`src/rtl/flip_selector_stream.sv`:
```
// WalkSAT flip selector with a handshake interface. It collects NSAT literal beats for one
// unsatisfied clause, then picks the literal to flip: zero-break, random walk, or min-break.
module flip_selector_stream #(
    parameter int          MAX_CLAUSES_PER_VARIABLE = 20,
    parameter int          NSAT                     = 3,
    parameter logic [31:0] P                        = 32'h6E147AE0
) (
    input  logic                                              clk,
    input  logic                                              reset,
    input  logic                                              start_i,
    input  logic                                              abort_i,
    input  logic                                              lit_valid_i,
    output logic                                              lit_ready_o,
    input  logic                                              lit_present_i,
    input  logic [MAX_CLAUSES_PER_VARIABLE-1:0]               clause_broken_i,
    input  logic [MAX_CLAUSES_PER_VARIABLE-1:0]               mask_bits_i,
    input  logic [31:0]                                       random_i,
    output logic                                              busy_o,
    output logic                                              result_valid_o,
    input  logic                                              result_ready_i,
    output logic [$clog2(NSAT)-1:0]                           selected_o,
    output logic [$clog2(MAX_CLAUSES_PER_VARIABLE+1)-1:0]     break_value_o,
    output logic [MAX_CLAUSES_PER_VARIABLE-1:0]               clause_broken_bits_o,
    output logic [1:0]                                        mode_o
);

    localparam int MC       = MAX_CLAUSES_PER_VARIABLE;
    localparam int MCB      = $clog2(MC + 1);
    localparam int NB       = $clog2(NSAT);
    localparam int CW       = $clog2(NSAT + 1);
    localparam int RAND_LSB = 16;

    localparam logic [1:0] MODE_ZERO = 2'b00;
    localparam logic [1:0] MODE_WALK = 2'b01;
    localparam logic [1:0] MODE_MIN  = 2'b10;
    localparam logic [1:0] MODE_NONE = 2'b11;

    typedef enum logic [1:0] {
        IDLE    = 2'd0,
        COLLECT = 2'd1,
        SELECT  = 2'd2,
        DONE    = 2'd3
    } state_t;

    state_t state_q;
    state_t state_d;

    logic [CW-1:0]  cnt_q;
    logic [MC-1:0]  slot_bits [NSAT];
    logic [MCB-1:0] slot_bv   [NSAT];
    logic [NSAT-1:0] slot_pres;

    logic           beat_accept;
    logic           last_beat;
    logic [MC-1:0]  beat_bits;
    logic [MCB-1:0] beat_bv;

    logic [1:0]     sel_mode;
    logic [NB-1:0]  sel_idx;
    logic [MCB-1:0] sel_bv;
    logic [MC-1:0]  sel_bits;

    function automatic logic [MCB-1:0] popcount(input logic [MC-1:0] v);
        logic [MCB-1:0] c;
        c = '0;
        for (int i = 0; i < MC; i++) begin
            c = c + MCB'(v[i]);
        end
        return c;
    endfunction

    assign beat_bits   = clause_broken_i & mask_bits_i;
    assign beat_bv     = popcount(beat_bits);
    assign beat_accept = lit_valid_i && lit_ready_o;
    assign last_beat   = beat_accept && (cnt_q == CW'(NSAT - 1));

    // State register
    always_ff @(posedge clk) begin
        if (reset) begin
            state_q <= IDLE;
        end else begin
            state_q <= state_d;
        end
    end

    // Next-state logic; abort overrides every transition
    always_comb begin
        state_d = state_q;
        if (abort_i) begin
            state_d = IDLE;
        end else begin
            case (state_q)
                IDLE:    if (start_i) state_d = COLLECT;
                COLLECT: if (last_beat) state_d = SELECT;
                SELECT:  state_d = DONE;
                DONE:    if (result_ready_i) state_d = IDLE;
                default: state_d = IDLE;
            endcase
        end
    end

    // Handshake and status outputs
    always_comb begin
        lit_ready_o    = 1'b0;
        busy_o         = 1'b1;
        result_valid_o = 1'b0;
        case (state_q)
            IDLE:    busy_o = 1'b0;
            COLLECT: lit_ready_o = 1'b1;
            DONE:    result_valid_o = 1'b1;
            default: ;
        endcase
    end

    // Selection heuristic evaluated over the collected slots
    always_comb begin
        logic any_pres;
        logic zero_found;
        logic walk_found;
        logic min_found;
        int   zero_idx;
        int   walk_idx;
        int   min_idx;
        int   chosen;
        int   r_int;
        int   idx;
        logic [MCB-1:0] min_bv;

        any_pres   = 1'b0;
        zero_found = 1'b0;
        walk_found = 1'b0;
        min_found  = 1'b0;
        zero_idx   = 0;
        walk_idx   = 0;
        min_idx    = 0;
        chosen     = 0;
        idx        = 0;
        min_bv     = '0;

        for (int i = 0; i < NSAT; i++) begin
            if (slot_pres[i]) begin
                any_pres = 1'b1;
                if (!zero_found && slot_bv[i] == '0) begin
                    zero_found = 1'b1;
                    zero_idx   = i;
                end
                if (!min_found || slot_bv[i] < min_bv) begin
                    min_found = 1'b1;
                    min_idx   = i;
                    min_bv    = slot_bv[i];
                end
            end
        end

        // Random start index, folded back into range with a single subtraction
        r_int = int'(random_i[RAND_LSB +: NB]);
        if (r_int >= NSAT) begin
            r_int = r_int - NSAT;
        end
        for (int k = 0; k < NSAT; k++) begin
            idx = r_int + k;
            if (idx >= NSAT) begin
                idx = idx - NSAT;
            end
            for (int j = 0; j < NSAT; j++) begin
                if (!walk_found && j == idx && slot_pres[j]) begin
                    walk_found = 1'b1;
                    walk_idx   = j;
                end
            end
        end

        sel_mode = MODE_NONE;
        if (!any_pres) begin
            sel_mode = MODE_NONE;
        end else if (zero_found) begin
            sel_mode = MODE_ZERO;
            chosen   = zero_idx;
        end else if (random_i < P) begin
            sel_mode = MODE_WALK;
            chosen   = walk_idx;
        end else begin
            sel_mode = MODE_MIN;
            chosen   = min_idx;
        end

        sel_idx  = '1;
        sel_bv   = '0;
        sel_bits = '0;
        for (int j = 0; j < NSAT; j++) begin
            if (any_pres && j == chosen) begin
                sel_idx  = NB'(j);
                sel_bv   = slot_bv[j];
                sel_bits = slot_bits[j];
            end
        end
    end

    // Literal slots, beat counter and registered result
    always_ff @(posedge clk) begin
        if (reset) begin
            cnt_q                <= '0;
            slot_pres            <= '0;
            selected_o           <= '1;
            mode_o               <= MODE_NONE;
            break_value_o        <= '0;
            clause_broken_bits_o <= '0;
            for (int i = 0; i < NSAT; i++) begin
                slot_bits[i] <= '0;
                slot_bv[i]   <= '0;
            end
        end else if (abort_i) begin
            cnt_q <= '0;
        end else begin
            case (state_q)
                IDLE: begin
                    if (start_i) begin
                        cnt_q <= '0;
                    end
                end
                COLLECT: begin
                    if (beat_accept) begin
                        for (int i = 0; i < NSAT; i++) begin
                            if (cnt_q == CW'(i)) begin
                                slot_bits[i] <= beat_bits;
                                slot_bv[i]   <= beat_bv;
                                slot_pres[i] <= lit_present_i;
                            end
                        end
                        cnt_q <= cnt_q + 1'b1;
                    end
                end
                SELECT: begin
                    selected_o           <= sel_idx;
                    mode_o               <= sel_mode;
                    break_value_o        <= sel_bv;
                    clause_broken_bits_o <= sel_bits;
                end
                default: ;
            endcase
        end
    end

endmodule

```
`config.mk`:
```
export PLATFORM = sky130hd
export DESIGN_NAME = flip_selector_stream
export DESIGN_NICKNAME = d
export VERILOG_FILES = /design/src/rtl/flip_selector_stream.sv
export SDC_FILE = /design/constraint.sdc
export NUM_CORES = 1
export LEC_CHECK = 0
export CORE_MARGIN = 5
export CORE_UTILIZATION = 55
export CTS_BUF_LIST = sky130_fd_sc_hd__clkbuf_8
export CTS_CLUSTER_DIAMETER = 30
export CTS_CLUSTER_SIZE = 20
export DETAILED_ROUTE_END_ITERATION = 6
export PLACE_DENSITY_LB_ADDON = 0.12
export SLEW_MARGIN = 0
export SYNTH_ARGS = -nofsm -noshare
export SYNTH_HDL_FRONTEND = slang
export SYNTH_SLANG_ARGS = --single-unit
```
`constraint.sdc`:
```
create_clock -name clk -period 5.4 [get_ports clk]
set_input_delay 1.08 -clock clk [delete_from_list [all_inputs] [get_ports clk]]
set_output_delay 1.08 -clock clk [all_outputs]
set_load 0.02 [all_outputs]
```
==> metrics.md <==
| Metric | Value |
|---|---|
| Status | `finished, final reports clean` |
| Post-CTS repair timing setup buffer count | `0` |
| Largest net degree at the start of global routing | `between 40 and 50` |
| Final wirelength | `16000 um` |
| Yosys reg bits | `111` |
| Num ports | `approximately 110` |
| Final Cycle Share | `between 90% and 100%` |
| Critical Path RT | `between 5 and 6 ns` |
| Vias in the first global route | `between 5000 and 6000` |
| Syn. warnings | `0` |
| M1 WL | `between 6000 and 7000 um` |
| Die area | `0.0134 mm^2` |
| Crit end category | `register` |
| Top cell type's share of synthesized area | `roughly 37%` |
| Share of flip-flops with an asynchronous set or reset | `0%` |
| RSZ-0062 raised after global routing | `false` |
| CP Max Fanout | `3` |
| GPL Wtd Cong | `around 0.97` |
| Worst IR drop on VDD | `0.157 mV` |
| Crit Path Class | `input port to register` |
| TritonCTS clock tree | `built` |
| Final setup fails | `0` |
| Setup WS pre-CTS | `-0.307 ns` |
| Die H | `roughly 120 um` |
| DP Wirelength | `10900 um` |
| Worst-Margin Slew | `between 1 and 1.5 ns` |
| Port buffer count | `approximately 110` |
| Final setup TNS | `0 ns` |
| Final clock skew | `around 0.014 ns` |
| Number of H-tree levels | `3` |
| Clock buffer depth | `2` |
| Post-synth top cells | `edfxtp_1 (75), nor2_1 (59), nand2_1 (40)` |
| Cell Rows | `38` |
| DRC Markers | `0` |
| Syn nets | `approximately 670` |
| Slew HR | `between 20 and 30%` |
| Syn_area_per_cell | `approximately 11 um^2` |
| Synth-to-Final Area Change | `23.3%` |
| Per-cell routed wire length | `between 20 and 25 um` |
| Share of cells above drive strength 1 | `about 14%` |
| CTS Sinks | `111` |
| Area leader, netlist | `edfxtp_1` |
| Clk_lat worst skew | `just under 0.4 ns` |
| Leading register cell type out of synthesis | `edfxtp_1` |
| Most common cell in the netlist | `edfxtp_1` |
| Post-synthesis sequential area ratio | `around half` |
| Vias per cell | `6.25` |
| Syn Inst Count | `roughly 550` |
| Die width | `116 um` |
| Final Non-Filler Cells | `just under 800` |
| Gr ovfl total | `0` |
| DR pass1 iterations | `5` |
| Initial antenna violation count | `0` |
| Hold Path Class | `register to register` |
| Slack of the critical path | `0.138 ns` |
| Num CTS Buffers | `9` |
| Tmin final | `5.26 ns` |
| Root Buffer | `clkbuf_8` |
| Starting Density | `about 56%` |
| Routed met2 length | `8110 um` |
| Post-synth EDFFs | `75` |
| Highest routed layer | `met4` |
| Vias | `between 4000 and 5000` |
| Post-route ant nets | `0` |
| Starting DRT DRC Count | `around 370` |
| Nets | `a little under 800` |
| Ant. Diodes | `0` |
| Total track usage | `between 20% and 30%` |
| Placed insts | `between 700 and 800` |
| Post_cts resized | `0` |
| Core Region | `around 0.011 mm^2` |
| Final count of hold timing violations | `0` |
| FMAX | `between 150 and 200 MHz` |
| First-pass GRT wire length | `about 26000 um` |
| Register clock-pin slew on the reported worst setup and hold paths | `about 0.11 ns` |
| Worst EP arrival | `about 5.4 ns` |
| Startpoint types | `input port` |
| Leading post-synthesis cells by cell area | `edfxtp_1 (37%), dfxtp_1 (12%), a2111oi_2 (5.6%), ha_1 (5.3%), fa_1 (4.6%)` |
| PwrDens | `~230 mW/mm^2` |
| Synthesized area | `roughly 0.006 mm^2` |
| Max-Cap Viols | `0` |
| Post-synth cell types | `just over 60` |
| WL met3 | `about 1200 um` |
| Hold WS | `roughly 0.48 ns` |
| Leak Pwr | `2.67 nW` |
| Hold_buf cts | `0` |
| Fin. max-slew vios | `0` |
[layout make-up]
cell class	count	area, um^2
clock buffers	9	124
multi-input cells	365	2870
flip-flops and latches	111	2970
inverters	36	135
fillers	828	3320
clock inverters	7	72.6
repair buffers	128	1220
well taps	140	175
[logic make-up (layout without fill, tap and decap cells)]
group,Yosys count,in the layout,synth area share (%)
buffers and inverters,70,180,4.87
AO/OA/AOI/OAI,148,148,22.5
multiplexers,2,2,0.347
flip-flops,111,111,48.4
XOR/XNOR,2,2,0.285
adder cells (fa/ha/maj),40,40,9.87
AND/OR/NAND/NOR,173,173,13.7
[layout by cell type, fill, tap and decap left out, types with 17 or more instances in the layout]
master / count
nor4_1: 27
o311ai_1: 24
nor2_1: 59
a22o_1: 20
a2111oi_2: 23
a21oi_2: 17
clkdlybuf4s50_1: 104
a21oi_1: 17
dfxtp_1: 36
buf_4: 23
nand2_1: 40
edfxtp_1: 75
inv_1: 38
ha_1: 26
[per-stage QoR]
stage / total power [mW] / instance area (um^2) / utilization (%)
2_1_floorplan: 1.16 / 6140 / -
3_3_place_gp: 1.28 / 7370 / 67.7
3_5_place_dp: 1.29 / 7370 / 67.7
4_1_cts: 1.78 / 7570 / 69.5
5_1_grt: 1.86 / 7570 / 69.5
6_report: 1.78 / 7570 / 69.5
[registers in the layout, indices dropped and copies added (netlist names)]
name	cells
break_value_o	5
clause_broken_bits_o	20
cnt_q	2
mode_o	2
selected_o	2
slot_bits	60
slot_bv	15
slot_pres	3
state_q	2
[routing by layer]
metal | vias to the layer above | GRT usage [%]
met4 | 0 | 7.89
li1 | 2287 | -
met2 | 225 | 43.1
met1 | 2432 | 30.7
met3 | 34 | 6.06
met5 | - | 0
[where the power goes]
part	switching, mW	internal [mW]
combinational	0.161	0.165
clock	0.291	0.216
sequential	0.0153	0.929
total	0.467	1.31
[final timing paths]
check,end,startpoint,slack [ns],cells after the start
worst min-delay path,selected_o[0]$_SDFFE_PP1P_,selected_o[0]$_SDFFE_PP1P_,0.48,1
worst max-delay path,slot_bv[0][14]$_DFFE_PP_,mask_bits_i[13],0.14,15
worst max register to register,clause_broken_bits_o[16]$_SDFFE_PP0P_,slot_pres[0]$_SDFFE_PP0P_,0.71,14
worst min register to register,selected_o[0]$_SDFFE_PP1P_,selected_o[0]$_SDFFE_PP1P_,0.48,1
[critical path, cell delays in order]
cell and delay [ns]:
clkdlybuf4s50_1 0.45, nand2_1 0.07, inv_1 0.08, fa_1 0.45, fa_1 0.53, inv_1 0.07
fa_1 0.50, fa_1 0.51, fa_1 0.54, inv_1 0.04, ha_1 0.21, fa_1 0.40
a21o_1 0.19, a21oi_1 0.16, nor2_1 0.09
No activity file was read; power rests on OpenSTA's default activity.
